==> src/rtl/pc_fetch_ctrl.sv <==
//==============================================================================
// Module      : pc_fetch_ctrl
// Description : Fetch sequencer. It picks the next PC and drives the instruction
//               memory request. It also holds the fetched word for decode.
// Revision    : 1.0 - initial release
//==============================================================================
`default_nettype none

module pc_fetch_ctrl #(
  parameter logic [31:0] RESET_VEC = 32'h0000_0000,
  parameter logic [31:0] TRAP_VEC  = 32'h0000_0100,
  parameter int unsigned TIMEOUT   = 255
) (
  input  logic        clk,
  input  logic        rst,
  input  logic [31:0] pc,
  output logic [31:0] pc_next,
  output logic        pc_en,
  input  logic        stall,
  input  logic        branch_taken,
  input  logic [31:0] branch_target,
  input  logic        trap,
  output logic        imem_req,
  output logic [31:0] imem_addr,
  input  logic        imem_ack,
  input  logic [31:0] imem_rdata,
  output logic        if_valid,
  output logic [31:0] if_instr,
  output logic [31:0] if_pc,
  input  logic        if_ready,
  output logic        fetch_err
);

  typedef enum logic [2:0] {
    S_BOOT  = 3'd0,
    S_REQ   = 3'd1,
    S_OUT   = 3'd2,
    S_FLUSH = 3'd3,
    S_ERR   = 3'd4
  } state_t;

  localparam logic [7:0] c_timeout = 8'(TIMEOUT);

  state_t      r_state;
  logic        r_imem_req;
  logic [31:0] r_imem_addr;
  logic        r_if_valid;
  logic [31:0] r_if_instr;
  logic [31:0] r_if_pc;
  logic        r_fetch_err;
  logic [7:0]  r_wait;

  logic        w_redirect;
  logic        w_advance;
  logic [31:0] w_target_raw;
  logic [31:0] w_target;
  logic [7:0]  w_wait_inc;
  logic        w_timeout;

  assign w_redirect   = !rst && (trap || branch_taken) &&
                        (r_state == S_REQ || r_state == S_OUT || r_state == S_FLUSH);
  assign w_advance    = !rst && (r_state == S_OUT) && if_ready && !stall;
  assign w_target_raw = trap ? TRAP_VEC : branch_target;
  assign w_target     = {w_target_raw[31:2], 2'b00};
  assign w_wait_inc   = r_wait + 8'd1;
  // A request stays high only in REQ/FLUSH, so this cannot fire in other states.
  assign w_timeout    = r_imem_req && !imem_ack && (w_wait_inc == c_timeout);

  always_comb begin
    pc_en   = 1'b0;
    pc_next = '0;
    if (!rst) begin
      if (r_state == S_BOOT) begin
        pc_en   = 1'b1;
        pc_next = RESET_VEC;
      end else if (w_redirect) begin
        pc_en   = 1'b1;
        pc_next = w_target;
      end else if (w_advance) begin
        pc_en   = 1'b1;
        pc_next = pc + 32'd4;
      end
    end
  end

  always_ff @(posedge clk) begin
    if (rst) begin
      r_state     <= S_BOOT;
      r_imem_req  <= 1'b0;
      r_imem_addr <= '0;
      r_if_valid  <= 1'b0;
      r_if_instr  <= '0;
      r_if_pc     <= '0;
      r_fetch_err <= 1'b0;
      r_wait      <= '0;
    end else if (w_timeout) begin
      r_state     <= S_ERR;
      r_fetch_err <= 1'b1;
      r_imem_req  <= 1'b0;
      r_imem_addr <= '0;
      r_if_valid  <= 1'b0;
      r_if_instr  <= '0;
      r_if_pc     <= '0;
      r_wait      <= '0;
    end else begin
      case (r_state)
        S_BOOT: r_state <= S_REQ;

        S_REQ: begin
          if (!r_imem_req) begin
            // Entry cycle. A redirect here stays in REQ so the new PC is latched next cycle.
            if (!w_redirect) begin
              r_imem_addr <= pc;
              r_imem_req  <= 1'b1;
            end
          end else if (imem_ack) begin
            r_imem_req <= 1'b0;
            r_wait     <= '0;
            if (!w_redirect) begin
              r_if_instr <= imem_rdata;
              r_if_pc    <= r_imem_addr;
              r_if_valid <= 1'b1;
              r_state    <= S_OUT;
            end
          end else begin
            r_wait <= w_wait_inc;
            if (w_redirect) r_state <= S_FLUSH;
          end
        end

        S_OUT: begin
          if (w_redirect || w_advance) begin
            r_if_valid <= 1'b0;
            r_state    <= S_REQ;
          end
        end

        S_FLUSH: begin
          if (imem_ack) begin
            r_imem_req <= 1'b0;
            r_wait     <= '0;
            r_state    <= S_REQ;
          end else begin
            r_wait <= w_wait_inc;
          end
        end

        S_ERR:   r_state <= S_ERR;
        default: r_state <= S_ERR;
      endcase
    end
  end

  assign imem_req  = r_imem_req;
  assign imem_addr = r_imem_addr;
  assign if_valid  = r_if_valid;
  assign if_instr  = r_if_instr;
  assign if_pc     = r_if_pc;
  assign fetch_err = r_fetch_err;

endmodule

`default_nettype wire
==> config.mk <==
export PLATFORM = sky130hd
export DESIGN_NAME = pc_fetch_ctrl
export DESIGN_NICKNAME = d
export VERILOG_FILES = /design/src/rtl/pc_fetch_ctrl.sv
export SDC_FILE = /design/constraint.sdc
export NUM_CORES = 1
export LEC_CHECK = 0
export BUFFER_PORTS_ARGS = -buffer_cell sky130_fd_sc_hd__buf_4
export CORE_AREA = 2 2 108 110
export CTS_CLUSTER_SIZE = 24
export DETAILED_ROUTE_END_ITERATION = 16
export DIE_AREA = 0 0 110 112
export PLACE_DENSITY = 0.79
export RECOVER_POWER = 25
export SLEW_MARGIN = 20
export SYNTH_ARGS = -nofsm -noshare
export SYNTH_HDL_FRONTEND = slang
export SYNTH_SLANG_ARGS = --single-unit
export TNS_END_PERCENT = 100
==> constraint.sdc <==
create_clock -name clk -period 2.2 [get_ports clk]
set_input_delay 0.33 -clock clk [delete_from_list [all_inputs] [get_ports clk]]
set_output_delay 0.33 -clock clk [all_outputs]
set_load 0.02 [all_outputs]
Word-level counts from Yosys, hierarchy flattened
Index checks and enable logic that the tools add are counted.
- register bits: 110
- input port bits: 103
- output and inout bits: 132
- word-level logic and storage cells: 84
- add/sub/neg operators: 2
- equality and inequality tests: 16
- mux-type cells: 30
- bitwise gates (word level): 2
- reductions and logical operators: 25
- operator list (operator ; number):
    32-bit 2-to-1 mux ; 5
    32-bit by 3-bit adder with 32-bit output (second input constant) ; 1
    3-bit 2-to-1 mux ; 7
    8-bit 2-to-1 mux ; 2
    8-bit one-hot mux with 2 select lines ; 1
    5-bit AND reduction ; 3
    1-bit 2-to-1 mux ; 12
    3-bit inequality test (second input constant) ; 4
    3-bit one-hot mux with 4 select lines ; 1
    8-bit by 1-bit adder with 8-bit output (second input constant) ; 1
    8-bit equality test (second input constant) ; 1
    2-bit inequality test (second input constant) ; 4
    4-bit inequality test (second input constant) ; 2
    1-bit logical AND ; 7
    3-bit by 2-bit equality test with 1-bit output (second input constant) ; 2
    1-bit logical OR ; 4
    1-bit one-hot mux with 2 select lines ; 2
    2-bit AND reduction ; 2
    4-bit AND reduction ; 1
    2-bit nonzero test ; 2
    3-bit by 1-bit equality test with 1-bit output (second input constant) ; 1
    1-bit zero test ; 3
    3-bit zero test ; 1
    3-bit by 2-bit inequality test with 1-bit output (second input constant) ; 1
    other kinds (4) ; 5

Longest topological paths before layout
- word-level depth: 9
- depth in mapped cells: 10
- gate-level depth less buffers: 6

Worst setup path before layout
Ideal clock, no wire load.
- kind: input to output
- from: input rst
- to: output pc_next[11]
- arrival time: 1.968 ns
- required time: 1.870 ns
- setup slack: -0.098 ns
- cell stages on the path: 7
- buffers on the path: 3
- cell sequence: buf_2 nor3b_1 and3_1 clkbuf_1 nand2_1 clkbuf_1 o21ai_0
- longest elaborated chain between the ends: 8
- elaborated cells between the ends (all ways): 10
- classes of those cells: mux: 4; reduce/logical: 6
- ends and longest elaborated chain (what ; line ; text):
    start, declared ; 15 ; input logic rst,
    1-bit zero test ; -- ;
    1-bit logical AND (3 in series) ; 62 ; assign w_advance = !rst && (r_state == S_OUT) && if_ready && !stall;
    32-bit 2-to-1 mux ; 79 ; end else if (w_advance) begin
    32-bit 2-to-1 mux ; 76 ; end else if (w_redirect) begin
    32-bit 2-to-1 mux ; 73 ; if (r_state == S_BOOT) begin
    32-bit 2-to-1 mux (*) ; 72 ; if (!rst) begin
    end, declared ; 17 ; output logic [31:0] pc_next,
Mark *: on every way between the ends. The rest lies on a longest branch, timed or not.

Worst setup path after layout
- from: input pc[8]
- to: output pc_next[28]
- longest elaborated chain between the ends: 5
- ends and longest elaborated chain (what ; line ; text):
    start, declared ; 16 ; input logic [31:0] pc,
    32-bit by 3-bit adder with 32-bit output ; 81 ; pc_next = pc + 32'd4;
    32-bit 2-to-1 mux ; 79 ;
    32-bit 2-to-1 mux ; 76 ;
    32-bit 2-to-1 mux ; 73 ;
    32-bit 2-to-1 mux ; 72 ;
Every way passes these cells.

==> impl_metrics.yaml <==
global_routing:
  grt_use_total_pct: 25.9
  grt_max_degree: 42
  antenna_found_initial: 0
  grt_pass1_vias: 5173
  overflow: 0
  grt_pass1_wl_mm: 25.0
run:
  maxCapViolCount: 0
critical_path:
  slowest_stage: "nor4_2"
  worstPathArrival_ns: 1.85
  worstPathRequired_ns: 1.87
  crit_chain: "buf_4 -> and4_1 -> nand4_1 -> buf_4 -> nor4_2 -> xnor2_1 -> o21ai_1 -> buf_4"
  crit_top_cell: "buf_4"
  r2r_slack_ns: 0.17
  crit_path_max_incr_delay_ns: 0.28
  worstPathMaxFanout: 4
  path_delay_family: "simple AND/OR/NAND/NOR gates"
  crit_type: "input pin to output pin"
  crit_buf_inv: 3
  r2r_cells: 8
  startpoint_type: "input pin"
  path_depth: 8
  endpoint_kind: "output pin"
detailed_routing:
  wl_per_cell_um: 16.4
  drc: 0
  dr.pass1.iters: 5
  vias: 5200
  drtIter0Drc: 284
  routed_wl_mm: 16.1
  ant_nets: 0
  via_per_inst: 5.30
final_layout:
  post-route-util_pct: 66.3
  fin_nets: 939
  drive_gt1_share_pct: 30.8
  area_growth_pct: 44.2
  diodes: 0
clocking:
  cts_tree: "yes"
  clkTransAtPathRegs_ns: 0.07
  cts-hold-fix-buffers: 0
  clk_latency_ns: 0.35
  htree_levels: 3
  clk_path_buf_depth: 2
  cts_buffers: 9
  clockRootBuffer: "clkbuf_16"
  cts.sinks: 110
synthesis:
  synthArstFlopShare_pct: 0
  synthTopCellsByArea: "dfxtp_1 43%, mux2i_1 19%, nor2_1 8.8%"
  synthTopCellsByCount: "121 x nor2_1, 110 x dfxtp_1, 96 x mux2i_1"
  syn_nets: 690
  synth_most_common_cell: "nor2_1"
  synth_flop_cell: "dfxtp_1"
  yosysTopAreaCell: "dfxtp_1"
  synth_cell_type_count: 42
  synth_warnings: 0
  synth-seq-area-share_pct: 42.9
  synth_top_area_share_pct: 42.9
  avgSynthCellArea_um2: 8.80
  synth_edf_count: 0
  postSynthCellCount: 584
  syn_area_um2: 5140
  ys_seq_elements: 110
timing:
  rsz0062_at_grt: "true"
  tightest_slew_ns: 0.920
  fmax_mhz: 458
  tns_ns: 0
  holdWs_ns: 0.213
  period_minus_slack_ns: 2.18
  setup_violations: 0
  final.setup_skew_ns: 0.00913
  layout_worst_path_cycle_share_pct: 99.2
  relSlewSlack_pct: 38.2
  hold_viol: 0
  slew_viol_final: 0
floorplan:
  io_pins: 235
  row_count: 39
  core_um2: 11200
  initial_utilization_pct: 46.0
  die_area_um2: 12300
  die_y_um: 112
  die_width_um: 110
run_status:
  status: "finished clean"
hold_path:
  hold_depth: 3
  hold_path_class: "input pin to register"
place:
  dp_hpwl_mm: 12.3
  numPortBuffers: 232
  routabilityCongestion: 0.914
pwr:
  ir_drop_mv: 0.401
  power_density_nw_per_um2: 593
  p_leak_nw: 3.02
==> layout by cell type (no fill, tap or decap), types with 7 or more instances in the layout <==
cell type / n
nor2_1: 119
o21ai_1: 11
and3_1: 10
a21oi_1: 15
clkbuf_1: 58
buf_4: 217
dfxtp_1: 109
clkbuf_16: 9
mux2i_1: 96
inv_1: 7
o21ai_0: 25
nor3_1: 10
nand2_1: 39
nand3_1: 13
xnor2_1: 18
xor2_1: 10
nand4_1: 9
==> state kept, by name, indices dropped and copies added (netlist names) <==
name       count
r_wait         8
r_state        3
if_pc         32
imem_addr     32
imem_req       1
if_instr      32
if_valid       1
fetch_err      1
==> final timing paths <==
kind,from,to
worst max-delay path,pc[8],pc_next[28]
worst min-delay path,imem_rdata[8],if_instr[8]$_SDFFE_PP0P_
worst max register to register,r_wait[0]$_SDFFE_PP0P_,imem_addr[1]$_SDFFE_PP0P_
worst min register to register,fetch_err$_SDFFE_PP0P_,fetch_err$_SDFFE_PP0P_
==> per-layer routing <==
metal  vias up  wire length (um)  track usage (%)  part of all wire (%)
met2       251              7770             43.6                    48
met5         -                 0                0                     0
li1       2513                 -                -                     -
met4         0               658             13.8                   4.1
met1      2390              6290             29.6                    39
met3        46              1390             6.85                   8.6
==> report_power, final <==
| part | internal [mW] | leakage (nW) | switching, mW |
|---|---|---|---|
| combinational | 0.338 | 1.98 | 0.361 |
| clock | 0.822 | 0.147 | 0.773 |
| sequential | 2.05 | 0.891 | 0.0509 |
| total | 3.21 | 3.02 | 1.19 |
==> cell type report <==
class	instances	area, um2
sequential	110	2200
inverter	7	26.3
timing repair buffer	278	1900
multi-input combinational	427	2810
fill	958	3760
clock inverter	6	53.8
clock buffer	10	239
tap	143	179
==> worst min-delay path: stages <==
cell and delay [ns]:
buf_4 0.07, mux2i_1 0.05, nor2_1 0.07
==> per-stage QoR <==
step / instance area [um2] / cells / setup WS [ns] / power [mW]
floorplan: 5140 / 584 / -0.0979 / 2.46
global placement: 7230 / 963 / -0.0196 / 2.82
detailed placement: 7230 / 963 / -0.0825 / 2.84
CTS: 7550 / 980 / -0.00101 / 4.43
global route: 7410 / 981 / -0.0369 / 4.56
finish: 7410 / 981 / 0.0187 / 4.39
==> cell families (layout without fill, tap and decap cells) <==
kind of cell,Yosys count,in the layout,share of synthesized area [%]
AND/OR/NAND/NOR,234,234,20.8
XOR/XNOR,29,29,4.94
multiplexers,96,96,18.7
adder cells (fa/ha/maj),3,3,0.731
buffers and inverters,47,301,4.63
flip-flops,110,110,42.9
AO/OA/AOI/OAI,65,65,7.33
==> what timing repair did <==
item	CTS	global route
gates resized for setup	5	25
setup buffers	1	1
pin swaps	1	5
endpoints found under the setup margin	10	24
Power figures use the tool's default switching activity.
